==> config.mk <==
export PLATFORM = sky130hd
export DESIGN_NAME = nrz_cdr_pi
export DESIGN_NICKNAME = d
export VERILOG_FILES = /design/src/rtl/nrz_cdr_pkg.sv /design/src/rtl/nrz_cdr_nco.sv /design/src/rtl/nrz_cdr_pi.sv
export SDC_FILE = /design/constraint.sdc
export NUM_CORES = 1
export LEC_CHECK = 0
export ABC_AREA = 0
export CORE_MARGIN = 5
export CORE_UTILIZATION = 50
export CTS_BUF_LIST = sky130_fd_sc_hd__clkbuf_8
export DETAILED_ROUTE_END_ITERATION = 6
export MAX_ROUTING_LAYER = met4
export PLACE_DENSITY = 0.77
export SLEW_MARGIN = 25
export SYNTH_ARGS = -nofsm -noshare
export SYNTH_HDL_FRONTEND = slang
export SYNTH_SLANG_ARGS = --single-unit
export TNS_END_PERCENT = 20
==> constraint.sdc <==
create_clock -name clk -period 5.5 [get_ports clk]
set_input_delay 1.1 -clock clk [delete_from_list [all_inputs] [get_ports clk]]
set_output_delay 1.1 -clock clk [all_outputs]
set_load 0.02 [all_outputs]
==> src/rtl/nrz_cdr_pkg.sv <==
// nrz_cdr_pkg: shared constants and types for the NRZ clock/data recovery
// block. Holds the default loop constants and the phase-region encoding used
// by the phase detector and the NCO.
package nrz_cdr_pkg;

  // Default loop constants for a 32-bit NCO.
  localparam int unsigned     ACC_W_DEF    = 32;
  localparam longint unsigned C_F_DEF      = 64'd14658591;
  localparam longint unsigned KP_DEF       = 64'd1 << 20;
  localparam longint unsigned KI_DEF       = 64'd1;
  localparam int unsigned     LOCK_CNT_DEF = 64;

  // Region of the NCO phase when a data transition is observed.
  // EARLY: phase MSB = 0, LATE: phase MSB = 1.
  typedef enum logic {
    EARLY = 1'b0,
    LATE  = 1'b1
  } phase_region_e;

endpackage

==> src/rtl/nrz_cdr_nco.sv <==
// nrz_cdr_nco: phase accumulator with a clamped integral frequency word.
//
// Ports:
//   clk           in   sampling clock, all logic on posedge
//   rst           in   synchronous active-high reset
//   edge_hit      in   one-cycle pulse: a data transition was seen
//   phase_msbs    out  top two bits of the current phase (region / lock test)
//   phase_nxt_msb out  MSB of the phase value loaded at the next edge
//   freq_word     out  current integral frequency word
//
// Each cycle phase advances by freq_word. On an edge the phase gets a
// one-cycle proportional kick (+KP when late, -KP when early) and the
// frequency word steps by KI in the same direction, clamped to
// [F_MIN, F_MAX].
module nrz_cdr_nco
  import nrz_cdr_pkg::*;
#(
  parameter int unsigned       ACC_W = ACC_W_DEF,
  parameter logic [ACC_W-1:0]  C_F   = ACC_W'(C_F_DEF),
  parameter logic [ACC_W-1:0]  KP    = ACC_W'(KP_DEF),
  parameter logic [ACC_W-1:0]  KI    = ACC_W'(KI_DEF),
  parameter logic [ACC_W-1:0]  F_MIN = C_F - (C_F >> 6),
  parameter logic [ACC_W-1:0]  F_MAX = C_F + (C_F >> 6)
) (
  input  logic             clk,
  input  logic             rst,
  input  logic             edge_hit,
  output logic [1:0]       phase_msbs,
  output logic             phase_nxt_msb,
  output logic [ACC_W-1:0] freq_word
);

  logic [ACC_W-1:0] phase_q;
  logic [ACC_W-1:0] freq_q;
  logic [ACC_W-1:0] phase_d;
  logic [ACC_W-1:0] freq_d;
  logic [ACC_W-1:0] corr;
  // One extra bit so the +KI / -KI results can be compared against the
  // bounds without wrapping; bit ACC_W of f_dn flags an underflow.
  logic [ACC_W:0]   f_up;
  logic [ACC_W:0]   f_dn;
  phase_region_e    region;

  assign region = phase_q[ACC_W-1] ? LATE : EARLY;

  always_comb begin
    corr   = '0;
    freq_d = freq_q;
    f_up   = {1'b0, freq_q} + {1'b0, KI};
    f_dn   = {1'b0, freq_q} - {1'b0, KI};
    if (edge_hit) begin
      if (region == LATE) begin
        corr   = KP;
        freq_d = (f_up > {1'b0, F_MAX}) ? F_MAX : f_up[ACC_W-1:0];
      end else begin
        corr   = ACC_W'(0) - KP;
        freq_d = (f_dn[ACC_W] || (f_dn < {1'b0, F_MIN})) ? F_MIN : f_dn[ACC_W-1:0];
      end
    end
    // Uses the frequency word in force this cycle; the stepped word takes
    // effect from the next cycle on.
    phase_d = phase_q + freq_q + corr;
  end

  always_ff @(posedge clk) begin
    if (rst) begin
      phase_q <= '0;
      freq_q  <= C_F;
    end else begin
      phase_q <= phase_d;
      freq_q  <= freq_d;
    end
  end

  assign phase_msbs    = phase_q[ACC_W-1 -: 2];
  assign phase_nxt_msb = phase_d[ACC_W-1];
  assign freq_word     = freq_q;

endmodule

==> src/rtl/nrz_cdr_pi.sv <==
// nrz_cdr_pi: bang-bang PI clock/data recovery for an asynchronous NRZ input.
//
// Ports:
//   clk        in   high-frequency sampling clock, all logic on posedge
//   rst        in   synchronous active-high reset
//   nrz        in   asynchronous NRZ serial input
//   cdr_clk    out  recovered bit clock (NCO phase MSB)
//   data_out   out  recovered data bit, held between strobes
//   data_valid out  one-cycle strobe, data_out updated this cycle
//   locked     out  lock indicator
//   freq_word  out  current integral frequency word
//
// Strobe semantics: data_valid is a plain one-cycle qualifier with no
// backpressure; data_out carries the new bit in exactly the cycle
// data_valid is high and holds it until the next strobe.
//
// The NCO phase origin is aimed at data transitions, so the mid-UI sample
// point is the 0->1 transition of the phase MSB. An edge within a quarter UI
// of the origin (top two phase bits equal) counts as good for lock.
module nrz_cdr_pi
  import nrz_cdr_pkg::*;
#(
  parameter int unsigned       ACC_W       = ACC_W_DEF,
  parameter int unsigned       SYNC_STAGES = 2,
  parameter logic [ACC_W-1:0]  C_F         = ACC_W'(C_F_DEF),
  parameter logic [ACC_W-1:0]  KP          = ACC_W'(KP_DEF),
  parameter logic [ACC_W-1:0]  KI          = ACC_W'(KI_DEF),
  parameter logic [ACC_W-1:0]  F_MIN       = C_F - (C_F >> 6),
  parameter logic [ACC_W-1:0]  F_MAX       = C_F + (C_F >> 6),
  parameter int unsigned       LOCK_CNT    = LOCK_CNT_DEF
) (
  input  logic             clk,
  input  logic             rst,
  input  logic             nrz,
  output logic             cdr_clk,
  output logic             data_out,
  output logic             data_valid,
  output logic             locked,
  output logic [ACC_W-1:0] freq_word
);

  localparam int CNT_W = $clog2(LOCK_CNT + 1);

  logic [SYNC_STAGES-1:0] sync_q;
  logic                   sync_out;
  logic                   sync_d;
  logic                   edge_hit;
  logic [CNT_W-1:0]       lock_cnt;
  logic [1:0]             phase_msbs;
  logic                   phase_nxt_msb;
  logic                   strobe;
  logic                   edge_good;
  logic                   sample_bit;

  assign sync_out = sync_q[SYNC_STAGES-1];

  nrz_cdr_nco #(
    .ACC_W (ACC_W),
    .C_F   (C_F),
    .KP    (KP),
    .KI    (KI),
    .F_MIN (F_MIN),
    .F_MAX (F_MAX)
  ) u_nco (
    .clk           (clk),
    .rst           (rst),
    .edge_hit      (edge_hit),
    .phase_msbs    (phase_msbs),
    .phase_nxt_msb (phase_nxt_msb),
    .freq_word     (freq_word)
  );

  always_comb begin
    strobe     = ~phase_msbs[1] & phase_nxt_msb;
    edge_good  = (phase_msbs[1] == phase_msbs[0]);
    // In an edge cycle sync_d already holds the post-transition level, so
    // the value from before the transition is its complement.
    sample_bit = edge_hit ? ~sync_d : sync_out;
  end

  always_ff @(posedge clk) begin
    if (rst) begin
      sync_q     <= '0;
      sync_d     <= 1'b0;
      edge_hit   <= 1'b0;
      lock_cnt   <= '0;
      data_out   <= 1'b0;
      data_valid <= 1'b0;
    end else begin
      sync_q     <= {sync_q[SYNC_STAGES-2:0], nrz};
      sync_d     <= sync_out;
      edge_hit   <= sync_out ^ sync_d;
      data_valid <= strobe;
      if (strobe) begin
        data_out <= sample_bit;
      end
      if (edge_hit) begin
        if (!edge_good) begin
          lock_cnt <= '0;
        end else if (lock_cnt != CNT_W'(LOCK_CNT)) begin
          lock_cnt <= lock_cnt + CNT_W'(1);
        end
      end
    end
  end

  assign locked  = (lock_cnt == CNT_W'(LOCK_CNT));
  assign cdr_clk = phase_msbs[1];

endmodule
==> out/metrics.cfg <==
[synthesis]
synthAdderAreaFrac_pct=13.26
synth.area.mux_share_pct=0.7507
synth_compound_area_share_pct=23.22
ys_warn_count=0
async_flop_share_pct=0
ys_types=88
synthCells=881
synthTopCellsByArea=dfxtp_1, ha_1, nor2_1, xnor2_1, a21oi_1
seq_area_frac_synth_pct=22.02
yosysMostFrequentCell=nor2_1
ys.flop_type=dfxtp_1
synth.net_count=951
synth_common_cells=nor2_1, dfxtp_1, ha_1
synth_edf_count=0
syn_area_um2=7000
synth_top_family_by_area=simple AND/OR/NAND/NOR gates
ys_seq_elements=77
synthXorXnorAreaFrac_pct=7.096
avgSynthCellArea_um2=7.946
yosysTopAreaCell=dfxtp_1
yosys.area_share.simple_pct=28.67
synth_top_cell_area_share_pct=22.02

[floorplan]
start_util_pct=50.63
die_x_um=128.3
core_um2=13830
io_pins=39
die_height_um=128.3
dieArea_um2=16470
rows=43

[worst_setup_path]
cp.arrival_ns=4.78
endpoint_kind=flop
critPathLaunchType=flop
r2r_start=u_nco.freq_word[1]$_SDFFE_PP1P_
rr_worst_depth=13
required_ns=5.79
ff2ff_setup_slack_ns=1.02
r2r-end=data_out$_SDFFE_PP0P_
path_class=flop to flop
worstPathMaxFanout=17

[clock_tree]
root_buffer=clkbuf_8
clock_latency_ns=0.37
numClockSinks=77
cts_tree=done
cts_htree_levels=3
holdBufCountCts=0
clk_path_buf_depth=2
cts_setup_buffers=0
ctsResizeCount=0
numCtsBuffers=9
path_clk_slew_ns=0.09

[hold_path]
holdPathStages=1
min_from=sync_d$_SDFF_PP0_
holdPathEnd=data_out$_SDFFE_PP0P_
hold_class=flop to flop

[timing]
setup_viol=0
period_share_pct=81.52
timing.fmax_ghz=0.2230
period_minus_slack_ns=4.483
finClkSkew_ns=0.007309
finalHoldViolCount=0
rsz0062_at_grt=no
slew_headroom_pct=36.94
drv_slew=0
fin_tns_setup_ns=0
tightest_slew_ns=0.9449

[global_route]
overflow=0
grt_pass1_wl_um=32690
grt_max_degree=70
grt_util_all_layers_pct=25.35
antenna_found_initial=0
grt_pass1_vias=6344

[layout]
diodes=0
area.growth.synth_to_final_pct=9.580
fin_util_pct=55.48
layout.cells.non_filler=1069
layout-drive-gt1-share_pct=6.412
final_nets=954

[power_and_ir_drop]
peakVddDrop_mv=0.2569
total_power_mw=2.314
p_per_area_nw_per_um2=301.6
leakage_nw=3.138

[detailed_routing]
wl_per_cell_um=18.85
drt_iter0_drc=864
drt-total-wl_um=20150
ant_nets=0
dr.pass1.iters=5
vias=6956
drc=0
viasPerCell=6.507

[placement]
port_buffers=38
dp.cells=1053
hpwl_um=14090
gp_congestion=0.9466

[status]
run_status=finished, final reports clean

[job]
max_cap_viol_count=0

-- final cells by class --
class	count	area, um^2
Fill cell	1282	6156
Multi-Input combinational cell	722	5110
Sequential cell	77	1541
Timing Repair Buffer	49	457.9
Tap cell	180	225.2
Clock buffer	12	165.2
Inverter	25	93.84
Clock inverter	4	77.57
-- critical path, stage by stage, from the launching register on --
cell and delay, ns:
dfxtp_1 0.66, ha_1 0.33, ha_1 0.23, fa_1 0.40, a21o_1 0.19, a21oi_1 0.28
o21ai_0 0.12, a31oi_1 0.32, o211ai_1 0.23, a311o_1 0.36, a221oi_1 0.39, xor3_1 0.53
a2bb2oi_1 0.16, a311oi_1 0.20
-- stage by stage --
step                worst slack [ns]  area [um^2]  hold slack, ns
finish                         1.017         7671          0.4827
CTS                            1.043         7671          0.4681
floorplan                      1.346         7000          0.4138
global placement               1.206         7428          0.4603
global route                  0.7386         7671          0.4973
detailed placement             1.036         7428          0.4698
-- registers in the layout, summed over array words and instances (netlist names) --
name,count
data_valid,1
lock_cnt,7
edge_hit,1
data_out,1
u_nco.freq_word,32
u_nco.phase_q,32
sync_d,1
sync_q,2
-- cell families (layout without fill, tap and decap cells) --
kind of cell	Yosys count	in the layout
simple gates	357	357
compound gates	238	238
fa+ha+maj	67	67
mux	5	5
xor+xnor	55	55
flops	77	77
buf+inv	82	90
-- layer usage --
metal | wire (um) | global-route usage [%] | vias up
met5 | 0 | - | -
met4 | 580 | 11.17 | 0
met3 | 1595 | 3.792 | 46
met2 | 9188 | 38.31 | 328
met1 | 8787 | 33.60 | 3283
li1 | - | - | 3299
-- worst max-delay path by stage --
stage | cells past startpoint | startpoint | endpoint
floorplan | 16 | u_nco.phase_q[31]$_SDFF_PP0_ | data_out$_SDFFE_PP0P_
global placement | 13 | u_nco.freq_word[1]$_SDFFE_PP1P_ | data_out$_SDFFE_PP0P_
detailed placement | 13 | u_nco.freq_word[1]$_SDFFE_PP1P_ | data_out$_SDFFE_PP0P_
CTS | 13 | u_nco.freq_word[1]$_SDFFE_PP1P_ | data_out$_SDFFE_PP0P_
global route | 13 | u_nco.freq_word[1]$_SDFFE_PP1P_ | data_out$_SDFFE_PP0P_
finish | 13 | u_nco.freq_word[1]$_SDFFE_PP1P_ | data_out$_SDFFE_PP0P_
-- cell usage in the layout, fill, tap and decap left out, types with 5 or more instances in the layout --
cell             netlist  layout
nor3_1                32      32
clkdlybuf4s50_1        0      37
a211oi_1               5       5
clkbuf_8               0      12
o21ai_0               40      40
xnor2_1               33      33
a21o_1                24      24
buf_4                  0      11
o31ai_1                6       6
or3_1                 13      13
a31oi_1               19      19
nor3b_1                6       6
o22a_1                 5       5
inv_1                 25      25
fa_1                  12      12
nor2_1                78      78
nand4_1               18      18
a31o_2                 5       5
and4_1                 8       8
nor2b_1               16      16
nand3_1               36      36
and2_1                 9       9
o22ai_1               11      11
o21bai_1               6       6
or4_1                  9       9
nand2b_1               9       9
nand2_1               54      54
dfxtp_1               77      77
a21oi_1               49      49
a211o_1                5       5
xor2_1                21      21
o211ai_1               7       7
and3_1                27      27
ha_1                  55      55
nor4_1                10      10
-- where the power goes --
group / total [mW] / internal, mW / switching (mW)
sequential: 0.705 / 0.648 / 0.0565
combinational: 1.08 / 0.470 / 0.609
clock: 0.529 / 0.295 / 0.234
(Power assumes the default switching activity.)
